<file path="src/rtl/z80_bus_pkg.sv">
// Shared types for the Z80 bus arbiter: owner FSM states, the bundled bus
// request and the idle bus value.
package z80_bus_pkg;

    typedef enum logic [2:0] {
        CPU_OWN,
        WAIT_BOUNDARY,
        TURN_TO_DMA,
        DMA_OWN,
        TURN_TO_CPU
    } arb_state_t;

    typedef enum logic [1:0] {
        SEL_CPU,
        SEL_DMA,
        SEL_NONE
    } bus_sel_t;

    typedef struct packed {
        logic        mem_rd;
        logic        mem_wr;
        logic        io_rd;
        logic        io_wr;
        logic [15:0] addr;
        logic [7:0]  wdata;
    } bus_req_t;

    localparam bus_req_t BUS_IDLE = '0;

    function automatic logic any_strobe(input bus_req_t r);
        return r.mem_rd | r.mem_wr | r.io_rd | r.io_wr;
    endfunction

endpackage

</file>
<file path="src/rtl/z80_bus_arbiter_bus_mux.sv">
// Owner select for the shared Z80 bus. In a turnaround no strobe is driven
// and address/data park on the values last presented by the previous owner.
module bus_mux
    import z80_bus_pkg::*;
(
    input  bus_sel_t    sel,
    input  logic        dma_ack,
    input  bus_req_t    cpu_bus,
    input  bus_req_t    dma_bus,
    input  logic [15:0] hold_addr,
    input  logic [7:0]  hold_wdata,
    output bus_req_t    bus_out
);

    bus_req_t dma_masked;

    always_comb begin
        dma_masked = dma_bus;
        if (!dma_ack) begin
            dma_masked.mem_rd = 1'b0;
            dma_masked.mem_wr = 1'b0;
            dma_masked.io_rd  = 1'b0;
            dma_masked.io_wr  = 1'b0;
        end

        bus_out       = BUS_IDLE;
        bus_out.addr  = hold_addr;
        bus_out.wdata = hold_wdata;
        case (sel)
            SEL_CPU: bus_out = cpu_bus;
            SEL_DMA: bus_out = dma_masked;
            default: ;
        endcase
    end

endmodule

</file>
<file path="src/rtl/z80_bus_arbiter.sv">
// BUSREQ/BUSACK arbiter sharing the Z80 bus between the CPU sequencer and one
// DMA master, granting only at CPU bus-cycle boundaries with a turnaround cycle.
module z80_bus_arbiter
    import z80_bus_pkg::*;
#(
    parameter int MAX_DMA_HOLD   = 256,
    parameter int MIN_CPU_WINDOW = 4,
    parameter int HOLD_W         = 9
) (
    input  logic        clk,
    input  logic        reset,
    input  logic        cpu_mem_rd,
    input  logic        cpu_mem_wr,
    input  logic        cpu_io_rd,
    input  logic        cpu_io_wr,
    input  logic [15:0] cpu_addr,
    input  logic [7:0]  cpu_wdata,
    input  logic        cpu_cycle_done,
    output logic        cpu_hold,
    input  logic        dma_req,
    output logic        dma_ack,
    input  logic        dma_mem_rd,
    input  logic        dma_mem_wr,
    input  logic        dma_io_rd,
    input  logic        dma_io_wr,
    input  logic [15:0] dma_addr,
    input  logic [7:0]  dma_wdata,
    output logic        bus_mem_rd,
    output logic        bus_mem_wr,
    output logic        bus_io_rd,
    output logic        bus_io_wr,
    output logic [15:0] bus_addr,
    output logic [7:0]  bus_wdata,
    output logic        dma_err
);

    localparam int WIN_W = (MIN_CPU_WINDOW < 1) ? 1 : $clog2(MIN_CPU_WINDOW + 1);

    arb_state_t        state_q, state_d;
    logic [HOLD_W-1:0] hold_cnt_q, hold_cnt_d;
    logic [WIN_W-1:0]  window_cnt_q, window_cnt_d;
    logic              dma_ack_q, dma_ack_d;
    logic              dma_err_q, dma_err_d;
    logic [15:0]       addr_hold_q, addr_hold_d;
    logic [7:0]        wdata_hold_q, wdata_hold_d;

    bus_req_t cpu_bus, dma_bus, mux_out;
    bus_sel_t sel;
    logic     cpu_idle, window_zero, grant_ok, hold_limit;

    assign cpu_bus  = '{mem_rd: cpu_mem_rd, mem_wr: cpu_mem_wr, io_rd: cpu_io_rd,
                        io_wr: cpu_io_wr, addr: cpu_addr, wdata: cpu_wdata};
    assign dma_bus  = '{mem_rd: dma_mem_rd, mem_wr: dma_mem_wr, io_rd: dma_io_rd,
                        io_wr: dma_io_wr, addr: dma_addr, wdata: dma_wdata};

    assign cpu_idle    = !any_strobe(cpu_bus);
    assign window_zero = (window_cnt_q == '0);
    assign grant_ok    = dma_req && window_zero && (cpu_idle || cpu_cycle_done);
    assign hold_limit  = (MAX_DMA_HOLD != 0) &&
                         (hold_cnt_q == HOLD_W'(MAX_DMA_HOLD - 1));

    always_comb begin
        state_d      = state_q;
        hold_cnt_d   = hold_cnt_q;
        window_cnt_d = window_cnt_q;
        cpu_hold     = 1'b0;
        sel          = SEL_CPU;

        case (state_q)
            CPU_OWN: begin
                if (!window_zero) begin
                    window_cnt_d = window_cnt_q - WIN_W'(1);
                end
                if (grant_ok) begin
                    state_d  = TURN_TO_DMA;
                    cpu_hold = 1'b1;
                end else if (dma_req && window_zero) begin
                    state_d = WAIT_BOUNDARY;
                end
            end
            WAIT_BOUNDARY: begin
                // A withdrawn request wins over a boundary arriving in the same cycle.
                if (!dma_req) begin
                    state_d = CPU_OWN;
                end else if (cpu_cycle_done || cpu_idle) begin
                    state_d  = TURN_TO_DMA;
                    cpu_hold = 1'b1;
                end
            end
            TURN_TO_DMA: begin
                sel        = SEL_NONE;
                cpu_hold   = 1'b1;
                hold_cnt_d = '0;
                state_d    = DMA_OWN;
            end
            DMA_OWN: begin
                sel        = SEL_DMA;
                cpu_hold   = 1'b1;
                hold_cnt_d = hold_cnt_q + HOLD_W'(1);
                if (!dma_req || hold_limit) begin
                    state_d = TURN_TO_CPU;
                end
            end
            TURN_TO_CPU: begin
                sel          = SEL_NONE;
                cpu_hold     = 1'b1;
                window_cnt_d = WIN_W'(MIN_CPU_WINDOW);
                state_d      = CPU_OWN;
            end
            default: state_d = CPU_OWN;
        endcase

        dma_ack_d    = (state_d == DMA_OWN);
        dma_err_d    = dma_err_q | (!dma_ack_q && any_strobe(dma_bus));
        addr_hold_d  = mux_out.addr;
        wdata_hold_d = mux_out.wdata;
    end

    always_ff @(posedge clk) begin
        if (reset) begin
            state_q      <= CPU_OWN;
            hold_cnt_q   <= '0;
            window_cnt_q <= '0;
            dma_ack_q    <= 1'b0;
            dma_err_q    <= 1'b0;
            addr_hold_q  <= '0;
            wdata_hold_q <= '0;
        end else begin
            state_q      <= state_d;
            hold_cnt_q   <= hold_cnt_d;
            window_cnt_q <= window_cnt_d;
            dma_ack_q    <= dma_ack_d;
            dma_err_q    <= dma_err_d;
            addr_hold_q  <= addr_hold_d;
            wdata_hold_q <= wdata_hold_d;
        end
    end

    bus_mux u_bus_mux (
        .sel        (sel),
        .dma_ack    (dma_ack_q),
        .cpu_bus    (cpu_bus),
        .dma_bus    (dma_bus),
        .hold_addr  (addr_hold_q),
        .hold_wdata (wdata_hold_q),
        .bus_out    (mux_out)
    );

    assign bus_mem_rd = mux_out.mem_rd;
    assign bus_mem_wr = mux_out.mem_wr;
    assign bus_io_rd  = mux_out.io_rd;
    assign bus_io_wr  = mux_out.io_wr;
    assign bus_addr   = mux_out.addr;
    assign bus_wdata  = mux_out.wdata;
    assign dma_ack    = dma_ack_q;
    assign dma_err    = dma_err_q;

`ifdef FORMAL
    always_ff @(posedge clk) begin
        if (!reset) begin
            assert (!((bus_mem_rd || bus_io_rd) && (bus_mem_wr || bus_io_wr)));
            assert (!((bus_mem_rd || bus_mem_wr) && (bus_io_rd || bus_io_wr)));
            assert (!dma_ack_q || state_q == DMA_OWN);
            assert (!(state_q == TURN_TO_DMA || state_q == TURN_TO_CPU) ||
                    !any_strobe(mux_out));
        end
    end
`endif

endmodule

</file>
<file path="config.mk">
export PLATFORM = sky130hd
export DESIGN_NAME = z80_bus_arbiter
export DESIGN_NICKNAME = d
export VERILOG_FILES = /design/src/rtl/z80_bus_pkg.sv /design/src/rtl/z80_bus_arbiter_bus_mux.sv /design/src/rtl/z80_bus_arbiter.sv
export SDC_FILE = /design/constraint.sdc
export NUM_CORES = 1
export LEC_CHECK = 0
export CAP_MARGIN = 40
export CORE_MARGIN = 5
export CORE_UTILIZATION = 48
export CTS_CLUSTER_SIZE = 10
export DETAILED_ROUTE_END_ITERATION = 10
export HOLD_SLACK_MARGIN = 0.1
export PLACE_DENSITY = 0.94
export SETUP_SLACK_MARGIN = 0.5
export SKIP_CTS_REPAIR_TIMING = 1
export SLEW_MARGIN = 15
export SYNTH_ARGS = -nofsm -noshare
export SYNTH_HDL_FRONTEND = slang
export SYNTH_SLANG_ARGS = --single-unit
</file>
<file path="constraint.sdc">
create_clock -name clk -period 5.2 [get_ports clk]
set_input_delay 1.3 -clock clk [delete_from_list [all_inputs] [get_ports clk]]
set_output_delay 1.3 -clock clk [all_outputs]
set_load 0.005 [all_outputs]
</file>
==> results of run 1 <==
-- flip-flops by register name (all words and copies together), names as in the netlist --
register and flops:
wdata_hold_q 8, state_q 3, hold_cnt_q 9, dma_err 1
window_cnt_q 3, addr_hold_q 16, dma_ack 1
-- layout by cell type (no fill, tap or decap), types with 4 or more instances in the layout --
cell / count
a22o_1: 4
clkdlybuf4s50_1: 90
dfxtp_1: 40
clkbuf_8: 5
nor3_1: 26
nor2_1: 27
inv_1: 11
o21ai_0: 5
o22ai_1: 28
nand3_1: 4
a2111oi_0: 18
a211oi_1: 25
nand2b_1: 4
nand2_1: 13
a2111oi_1: 5
or4_1: 7
a21oi_1: 10
nor2b_1: 5
buf_4: 6
ha_1: 4
-- tightest hold or removal path, delay by kind of cell, from the launching register on --
kind            cells  cell delay [ns]
simple gates        1             0.05
flops               1             0.31
compound gates      1             0.05
-- metal layers --
layer / track usage (%) / up-vias / share of wire [%]
met5: 0 / - / 0
met4: 6.419 / 0 / 0.90
met3: 4.148 / 9 / 5.6
met2: 37.50 / 67 / 49
met1: 23.47 / 1194 / 44
li1: - / 1296 / -
-- layout make-up --
| type | instances | area [µm²] | share of cell area [%] |
|---|---|---|---|
| Multi-Input combinational cell | 214 | 1380 | 40.94 |
| Timing Repair Buffer | 97 | 957.2 | 28.40 |
| Sequential cell | 41 | 822.0 | 24.39 |
| Tap cell | 67 | 83.83 | 2.487 |
| Clock buffer | 5 | 68.82 | 2.042 |
| Inverter | 11 | 41.29 | 1.225 |
| Clock inverter | 3 | 17.52 | 0.5197 |
-- cell families after synthesis --
logic type,after synthesis
buffers and inverters,39
AOI/OAI and AO/OA,108
muxes,1
DFF,41
adders and majority gates,4
and+or+nand+nor,99
xor gates and xnor gates,2
-- power by group through the flow --
stage                     Sequential [W]  Clock [W]  Combinational (W)
after global placement          0.000404          0           0.000553
after CTS                       0.000400   0.000211           0.000571
after floorplan                 0.000387          0           0.000335
final                           0.000399   0.000207           0.000568
after detailed placement        0.000408          0           0.000569
after global routing            0.000406   0.000228           0.000624
-- path summary, 6_finish.rpt --
path / startpoint / to / slack, ns / cells past startpoint
hold / removal: hold_cnt_q[8] / hold_cnt_q[8] / 0.47 / 2
hold reg to reg: hold_cnt_q[8] / hold_cnt_q[8] / 0.47 / 2
setup / recovery: dma_req / cpu_hold / 0.86 / 5
setup reg to reg: state_q[2] / addr_hold_q[15] / 3.17 / 4
-- per-stage QoR --
step | area (µm²) | utilization, % | power [W] | hold slack (ns) | cells
6_report | 3371 | 70.89 | 0.001175 | 0.4656 | 438
5_1_grt | 3371 | 70.89 | 0.001257 | 0.4956 | 438
4_1_cts | 3371 | 70.89 | 0.001183 | 0.4698 | 438
3_5_place_dp | 3284 | 69.08 | 0.0009768 | 0.4588 | 430
3_3_place_gp | 3273 | 68.84 | 0.0009562 | 0.4392 | 429
2_1_floorplan | 2371 | - | 0.0007227 | 0.4319 | 294
==> results.sh, run 1 <==
export IMPL_die_area_um2=6445
export IMPL_synth_largest_area_cell="dfxtp_1"
export IMPL_slowest_delay_ns=0.53
export IMPL_synthMostInstantiatedCell="dfxtp_1"
export IMPL_cp_end_kind="output port"
export IMPL_setup_ws_ns=0.8622
export IMPL_drc_errors=0
export IMPL_htreeDepth=2
export IMPL_cts_max_path_buffers=2
export IMPL_rows=25
export IMPL_synth_xor_area_share_pct=1.372
export IMPL_drtIter0Drc=160
export IMPL_arrival_ns=3.04
export IMPL_irDropWorstVdd_mv=0.2985
export IMPL_drv_cap=0
export IMPL_viasPerCell=5.858
export IMPL_track_usage_pct=20.43
export IMPL_synth_simple_gate_area_share_pct=21.27
export IMPL_crit_required_ns=3.90
export IMPL_p_leak_nw=1.152
export IMPL_fin_worst_skew_ns=0.004763
export IMPL_vias=2566
export IMPL_drive_gt1_share_pct=5.121
export IMPL_grt_pass1_wl_um=10670
export IMPL_synth_edf_count=0
export IMPL_finalMaxSlewViolations=0
export IMPL_finalCritPeriodShare_pct=83.42
export IMPL_dp_worst_setup_slack_ns=0.8603
export IMPL_rsz0062_at_grt="no"
export IMPL_syn_cell_area_um2=2371
export IMPL_totalWireLength_um=6783
export IMPL_antenna_left=0
export IMPL_cts_made_buffers=5
export IMPL_place_congestion=0.7996
export IMPL_yosys_most_used_dff="dfxtp_1"
export IMPL_grt_pass1_vias=2478
export IMPL_switchingPower_w=0.0004242
export IMPL_p_int_w=0.0007505
export IMPL_ys_ff_latch=41
export IMPL_path_buf_inv=2
export IMPL_pwr_share_clk_pct=17.6
export IMPL_ios=91
export IMPL_outcome="complete, no violations"
export IMPL_die_x_um=80.28
export IMPL_dr_pass1_iters=4
export IMPL_synth_avg_cell_area_um2=8.065
export IMPL_fin_crit_ns=4.338
export IMPL_muxShareOfSynthArea_pct=0.4222
export IMPL_nets=434
export IMPL_path_class="input pin to output port"
export IMPL_dp_hpwl_um=4798
export IMPL_synth_top_area_share_pct=34.62
export IMPL_syn_inst=294
export IMPL_synth_top_family_by_area="compound AO/OA/AOI/OAI gates"
export IMPL_cp_slowest_cell="clkdlybuf4s50_1"
export IMPL_crit_chain="clkdlybuf4s50_1 -> nor3b_1 -> o221ai_1 -> a22oi_1 -> clkdlybuf4s50_1"
export IMPL_synthTopCellsByArea="dfxtp_1, a211oi_1, o22ai_1"
export IMPL_synth_adder_area_share_pct=2.111
export IMPL_synth_cell_types=43
export IMPL_timing_fmax_mhz=230.5
export IMPL_hp_class="register to register"
export IMPL_cts_sinks=41
export IMPL_cp_top_family="buffers and inverters"
export IMPL_ys_warn_count=0
export IMPL_critical_path_peak_fanout=2
export IMPL_grt_max_degree=41
export IMPL_setup_viol=0
export IMPL_die_y_um=80.28
export IMPL_insertion_delay_ns=0.30
export IMPL_cts_clk_slew_worst_paths_ns=0.08
export IMPL_root_buffer="clkbuf_8"
export IMPL_power_density_nw_per_um2=348.5
export IMPL_hold_viol=0
export IMPL_combPwrFrac_pct=48.4
export IMPL_startpoint_type="input pin"
export IMPL_cts_tree="done"
export IMPL_syn2layout_area_growth_pct=42.16
export IMPL_antenna_found_initial=0
export IMPL_antenna_cells=0
export IMPL_io_buffers=90
export IMPL_finalSetupTns_ns=0
export IMPL_crit_top_cell="clkdlybuf4s50_1"
export IMPL_ys_seq_area_share_pct=34.62
export IMPL_seqPwrFrac_pct=34.0
export IMPL_slew_headroom_pct=56.53
export IMPL_core_area_um2=4755
export IMPL_p_sw_share_pct=36.11
export IMPL_post_drt_wl_per_cell_um=15.49
export IMPL_worst_pin_slew_ns=0.6500
export IMPL_gr_total_overflow=0
export IMPL_async_flop_share_pct=0
export IMPL_fillers=395
export IMPL_synth_commonest_cells="dfxtp_1, o22ai_1, nor2_1, nor3_1, a211oi_1"
export IMPL_start_util_pct=49.87
export IMPL_synth_compound_area_share_pct=33.03
export IMPL_syn_nets=358
No activity file was read; power rests on OpenSTA's default activity.
==> run 2, diff against run 1 <==
--- a/config.mk
+++ b/config.mk
@@ -7,11 +7,11 @@
 export LEC_CHECK = 0
 export CAP_MARGIN = 40
 export CORE_MARGIN = 5
-export CORE_UTILIZATION = 48
+export CORE_UTILIZATION = 44
 export CTS_CLUSTER_SIZE = 10
 export DETAILED_ROUTE_END_ITERATION = 10
 export HOLD_SLACK_MARGIN = 0.1
-export PLACE_DENSITY = 0.94
+export PLACE_DENSITY = 0.87
 export SETUP_SLACK_MARGIN = 0.5
 export SKIP_CTS_REPAIR_TIMING = 1
 export SLEW_MARGIN = 15
==> constraint.sdc (replaced) <==
create_clock -name clk -period 4.4 [get_ports clk]
set_input_delay 1.1 -clock clk [delete_from_list [all_inputs] [get_ports clk]]
set_output_delay 1.1 -clock clk [all_outputs]
set_load 0.005 [all_outputs]
==> results.sh, run 2 (synthesis results as in run 1) <==
export IMPL_irDropWorstVdd_mv=0.2347
export IMPL_antenna_found_initial=0
export IMPL_fin_total_pwr_w=0.001388
export IMPL_antenna_left=0
export IMPL_die_y_um=83.41
export IMPL_rsz0062_at_grt="no"
export IMPL_grt_pass1_wl_um=11760
export IMPL_hold_viol=0
export IMPL_largest_register_ffs=16
export IMPL_io_buffers=90
export IMPL_crit_required_ns=3.30
export IMPL_p_leak_nw=1.164
export IMPL_die_x_um=83.41
export IMPL_slew_headroom_pct=44.86
export IMPL_slowest_delay_ns=0.57
export IMPL_vias=2631
export IMPL_antenna_cells=0
export IMPL_layout_common_cells="clkdlybuf4s50_1, dfxtp_1, o22ai_1"
export IMPL_drc_errors=0
export IMPL_worst_pin_slew_ns=0.8246
export IMPL_viasPerCell=6.007
export IMPL_fin_crit_ns=3.668
export IMPL_totalWireLength_um=7232
export IMPL_drv_cap=0
export IMPL_ios=91
export IMPL_reg_top3="addr_hold_q (16), hold_cnt_q (9), wdata_hold_q (8)"
export IMPL_grt_max_degree=65
export IMPL_outcome="complete, no violations"
export IMPL_track_usage_pct=20.06
export IMPL_fin_worst_skew_ns=0.007357
export IMPL_place_congestion=0.7418
export IMPL_gr_total_overflow=0
export IMPL_start_util_pct=45.84
export IMPL_cts_max_path_buffers=2
export IMPL_core_area_um2=5172
export IMPL_cts_tree="done"
export IMPL_hp_class="register to register"
export IMPL_nets=433
export IMPL_cp_end_kind="output port"
export IMPL_final_common_cell="clkdlybuf4s50_1"
export IMPL_regMostFlops="addr_hold_q"
export IMPL_finalSetupTns_ns=0
export IMPL_power_density_nw_per_um2=409.5
export IMPL_root_buffer="clkbuf_8"
export IMPL_timing_fmax_mhz=272.6
export IMPL_path_class="register to output port"
export IMPL_finalMaxSlewViolations=0
export IMPL_drtIter0Drc=130
export IMPL_critical_path_peak_fanout=40
export IMPL_dr_pass1_iters=4
export IMPL_cts_made_buffers=5
export IMPL_post_drt_wl_per_cell_um=16.51
export IMPL_cp_slowest_cell="clkdlybuf4s50_1"
export IMPL_cts_sinks=41
export IMPL_grt_pass1_vias=2536
export IMPL_syn2layout_area_growth_pct=42.96
export IMPL_dp_hpwl_um=4876
export IMPL_insertion_delay_ns=0.30
export IMPL_rows=26
export IMPL_setup_viol=0
export IMPL_crit_top_cell="buf_4"
export IMPL_cts_clk_slew_worst_paths_ns=0.08
export IMPL_arrival_ns=2.57
export IMPL_crit_chain="buf_4 -> xor2_2 -> buf_4 -> nor2_1 -> a211oi_1 -> clkdlybuf4s50_1"
export IMPL_die_area_um2=6956
export IMPL_htreeDepth=2
export IMPL_drive_gt1_share_pct=5.163
export IMPL_finalCritPeriodShare_pct=83.37
export IMPL_startpoint_type="register"
run 2: power by group:
part	internal (W)	total, W	switching [W]	leakage (nW)
Combinational	0.000350	0.000689	0.000339	0.785
Clock	0.000104	0.000230	0.000125	0.0399
Sequential	0.000431	0.000470	0.0000385	0.339
run 2: final cells by class:
| class | instances | area, µm² |
|---|---|---|
| Fill cell | 446 | 1783 |
| Multi-Input combinational cell | 214 | 1403 |
| Clock inverter | 1 | 5.005 |
| Tap cell | 70 | 87.58 |
| Timing Repair Buffer | 96 | 960.9 |
| Inverter | 11 | 41.29 |
| Clock buffer | 5 | 68.82 |
| Sequential cell | 41 | 823.3 |
run 2: stage by stage:
stage	utilization [%]	cells	worst slack (ns)	hold WS, ns	area, µm²
6_report	65.53	438	0.7318	0.4719	3390
3_3_place_gp	63.59	432	0.4502	0.4395	3289
3_5_place_dp	63.59	432	0.3998	0.4537	3289
5_1_grt	65.53	438	0.5489	0.4998	3390
4_1_cts	65.02	438	0.3892	0.4736	3363
2_1_floorplan	-	294	1.578	0.4319	2371
run 2: worst paths after layout:
kind                                  from         endpoint  slack, ns  depth (start not counted)
worst min register to register     dma_err          dma_err       0.47                          2
worst min-delay path               dma_err          dma_err       0.47                          2
worst max-delay path            state_q[1]     bus_wdata[7]       0.73                          6
worst max register to register  state_q[1]  wdata_hold_q[4]       2.32                          5
run 2: layer usage:
| metal | wire length [µm] | GRT usage, % |
|---|---|---|
| met3 | 446 | 4.059 |
| met4 | 126 | 8.024 |
| met2 | 3553 | 34.62 |
| met1 | 3105 | 24.22 |
| met5 | 0 | 0 |
run 2: critical path: cells and delay by family, from the launching register on:
| family | cells | cell delay, ns |
|---|---|---|
| compound gates | 1 | 0.22 |
| flops | 1 | 0.43 |
| xor+xnor | 1 | 0.19 |
| buf+inv | 3 | 1.32 |
| simple gates | 1 | 0.10 |
==> run 3, diff against run 2 <==
==> constraint.sdc (replaced) <==
create_clock -name clk -period 3.4 [get_ports clk]
set_input_delay 0.85 -clock clk [delete_from_list [all_inputs] [get_ports clk]]
set_output_delay 0.85 -clock clk [all_outputs]
set_load 0.005 [all_outputs]
==> results.sh, run 3 (synthesis results as in run 1) <==
export IMPL_fin_crit_ns=3.137
export IMPL_slowest_delay_ns=0.55
export IMPL_pwr_share_clk_pct=16.7
export IMPL_place_congestion=0.8077
export IMPL_grt_pass1_vias=2616
export IMPL_crit_top_cell="clkdlybuf4s50_1"
export IMPL_timing_fmax_mhz=318.8
export IMPL_switchingPower_w=0.0007001
export IMPL_nets=443
export IMPL_start_util_pct=45.84
export IMPL_hold_viol=0
export IMPL_seqPwrFrac_pct=32.8
export IMPL_crit_required_ns=2.55
export IMPL_totalWireLength_um=7769
export IMPL_finalCritPeriodShare_pct=92.26
export IMPL_rr_endpoint="state_q[0]"
export IMPL_hp_class="register to register"
export IMPL_finalMaxSlewViolations=0
export IMPL_fin_worst_skew_ns=0.006432
export IMPL_cp_end_kind="output port"
export IMPL_gr_total_overflow=0
export IMPL_setup_ws_ns=0.2633
export IMPL_cts_max_path_buffers=2
export IMPL_cts_sinks=41
export IMPL_cts_clk_slew_worst_paths_ns=0.08
export IMPL_rsz0062_at_grt="yes"
export IMPL_regMostFlops="addr_hold_q"
export IMPL_core_area_um2=5172
export IMPL_drv_cap=0
export IMPL_grt_max_degree=41
export IMPL_crit_chain="clkdlybuf4s50_1 -> o22ai_1 -> a211oi_2 -> clkdlybuf4s50_1"
export IMPL_dp_worst_setup_slack_ns=-0.06019
export IMPL_path_buf_inv=2
export IMPL_utilization_pct=71.21
export IMPL_irDropWorstVdd_mv=0.3001
export IMPL_worst_pin_slew_ns=0.6406
export IMPL_drtIter0Drc=189
export IMPL_insertion_delay_ns=0.30
export IMPL_antenna_left=0
export IMPL_die_x_um=83.41
export IMPL_final_common_cell="clkdlybuf4s50_1"
export IMPL_reg_top3="addr_hold_q (16), hold_cnt_q (9), wdata_hold_q (8)"
export IMPL_r2r_setup_slack_ns=1.64
export IMPL_viasPerCell=6.049
export IMPL_vias=2722
export IMPL_p_leak_nw=1.494
export IMPL_power_density_nw_per_um2=515.8
export IMPL_root_buffer="clkbuf_8"
export IMPL_die_y_um=83.41
export IMPL_cts_tree="done"
export IMPL_hp_start="dma_err"
export IMPL_setup_viol=0
export IMPL_slew_headroom_pct=57.16
export IMPL_die_area_um2=6956
export IMPL_largest_register_ffs=16
export IMPL_worst_r2r_cell_count=6
export IMPL_track_usage_pct=20.12
export IMPL_fillers=393
export IMPL_rows=26
export IMPL_grt_pass1_wl_um=11870
export IMPL_dp_hpwl_um=5000
export IMPL_dp_cells=440
export IMPL_drc_errors=0
export IMPL_outcome="complete, no violations"
export IMPL_arrival_ns=2.29
export IMPL_htreeDepth=2
export IMPL_drive_gt1_share_pct=10.00
export IMPL_syn2layout_area_growth_pct=55.36
export IMPL_startpoint_type="input pin"
export IMPL_fin_hold_ws_ns=0.4720
export IMPL_path_class="input pin to output port"
export IMPL_p_sw_share_pct=36.85
export IMPL_p_int_w=0.001200
export IMPL_antenna_found_initial=0
export IMPL_fin_total_pwr_w=0.001900
export IMPL_io_buffers=90
export IMPL_critical_path_peak_fanout=2
export IMPL_antenna_cells=0
export IMPL_r2r_start="hold_cnt_q[0]"
export IMPL_fin_cells=450
export IMPL_cp_slowest_cell="clkdlybuf4s50_1"
export IMPL_hold_path_depth=2
export IMPL_post_drt_wl_per_cell_um=17.26
export IMPL_combPwrFrac_pct=50.4
export IMPL_cts_made_buffers=5
export IMPL_ios=91
export IMPL_holdPathEnd="dma_err"
export IMPL_layout_common_cells="clkdlybuf4s50_1, dfxtp_1, dlymetal6s2s_1"
export IMPL_cp_top_family="buffers and inverters"
export IMPL_dr_pass1_iters=4
run 3: worst max-delay path by stage:
stage / start / end / depth (start not counted)
after CTS: cpu_io_wr / cpu_hold / 5
after global routing: cpu_addr[5] / bus_addr[5] / 4
after floorplan: cpu_io_wr / cpu_hold / 3
after global placement: cpu_io_wr / cpu_hold / 5
final: cpu_addr[15] / bus_addr[15] / 4
after detailed placement: cpu_io_wr / cpu_hold / 5
run 3: worst register-to-register path, delay by kind of cell, from the launching register on:
family | cells | cell delay (ns)
adders and majority gates | 2 | 0.47
DFF | 1 | 0.40
and+or+nand+nor | 2 | 0.31
AOI/OAI and AO/OA | 2 | 0.45
run 3: layout make-up:
type	instances	area, µm²	share of cell area (%)
sequential	41	832.0	22.59
clock buffer	7	76.32	2.072
timing repair buffer	105	1162	31.56
multi-input combinational	215	1476	40.08
tap	70	87.58	2.378
clock inverter	1	7.507	0.2038
inverter	11	41.29	1.121
run 3: stage by stage:
step                setup TNS (ns)  area [µm²]
detailed placement        -0.06019        3373
finish                           0        3684
global placement          -0.03305        3362
global route                     0        3684
CTS                       -0.09845        3457
floorplan                        0        2371
run 3: power groups by stage:
| stage | logic [W] | registers (W) | clock network (W) |
|---|---|---|---|
| 6_report | 0.000958 | 0.000624 | 0.000318 |
| 5_1_grt | 0.00105 | 0.000636 | 0.000345 |
| 4_1_cts | 0.000911 | 0.000611 | 0.000321 |
| 3_5_place_dp | 0.000908 | 0.000622 | 0 |
| 3_3_place_gp | 0.000882 | 0.000618 | 0 |
| 2_1_floorplan | 0.000513 | 0.000592 | 0 |
run 3: routing by layer:
metal | track usage (%) | share of wire (%) | wire length, µm
met5 | 0 | 0 | 0
met4 | 6.389 | 1.8 | 136
met3 | 4.950 | 6.0 | 469
met2 | 34.91 | 51 | 3961
met1 | 24.25 | 41 | 3203
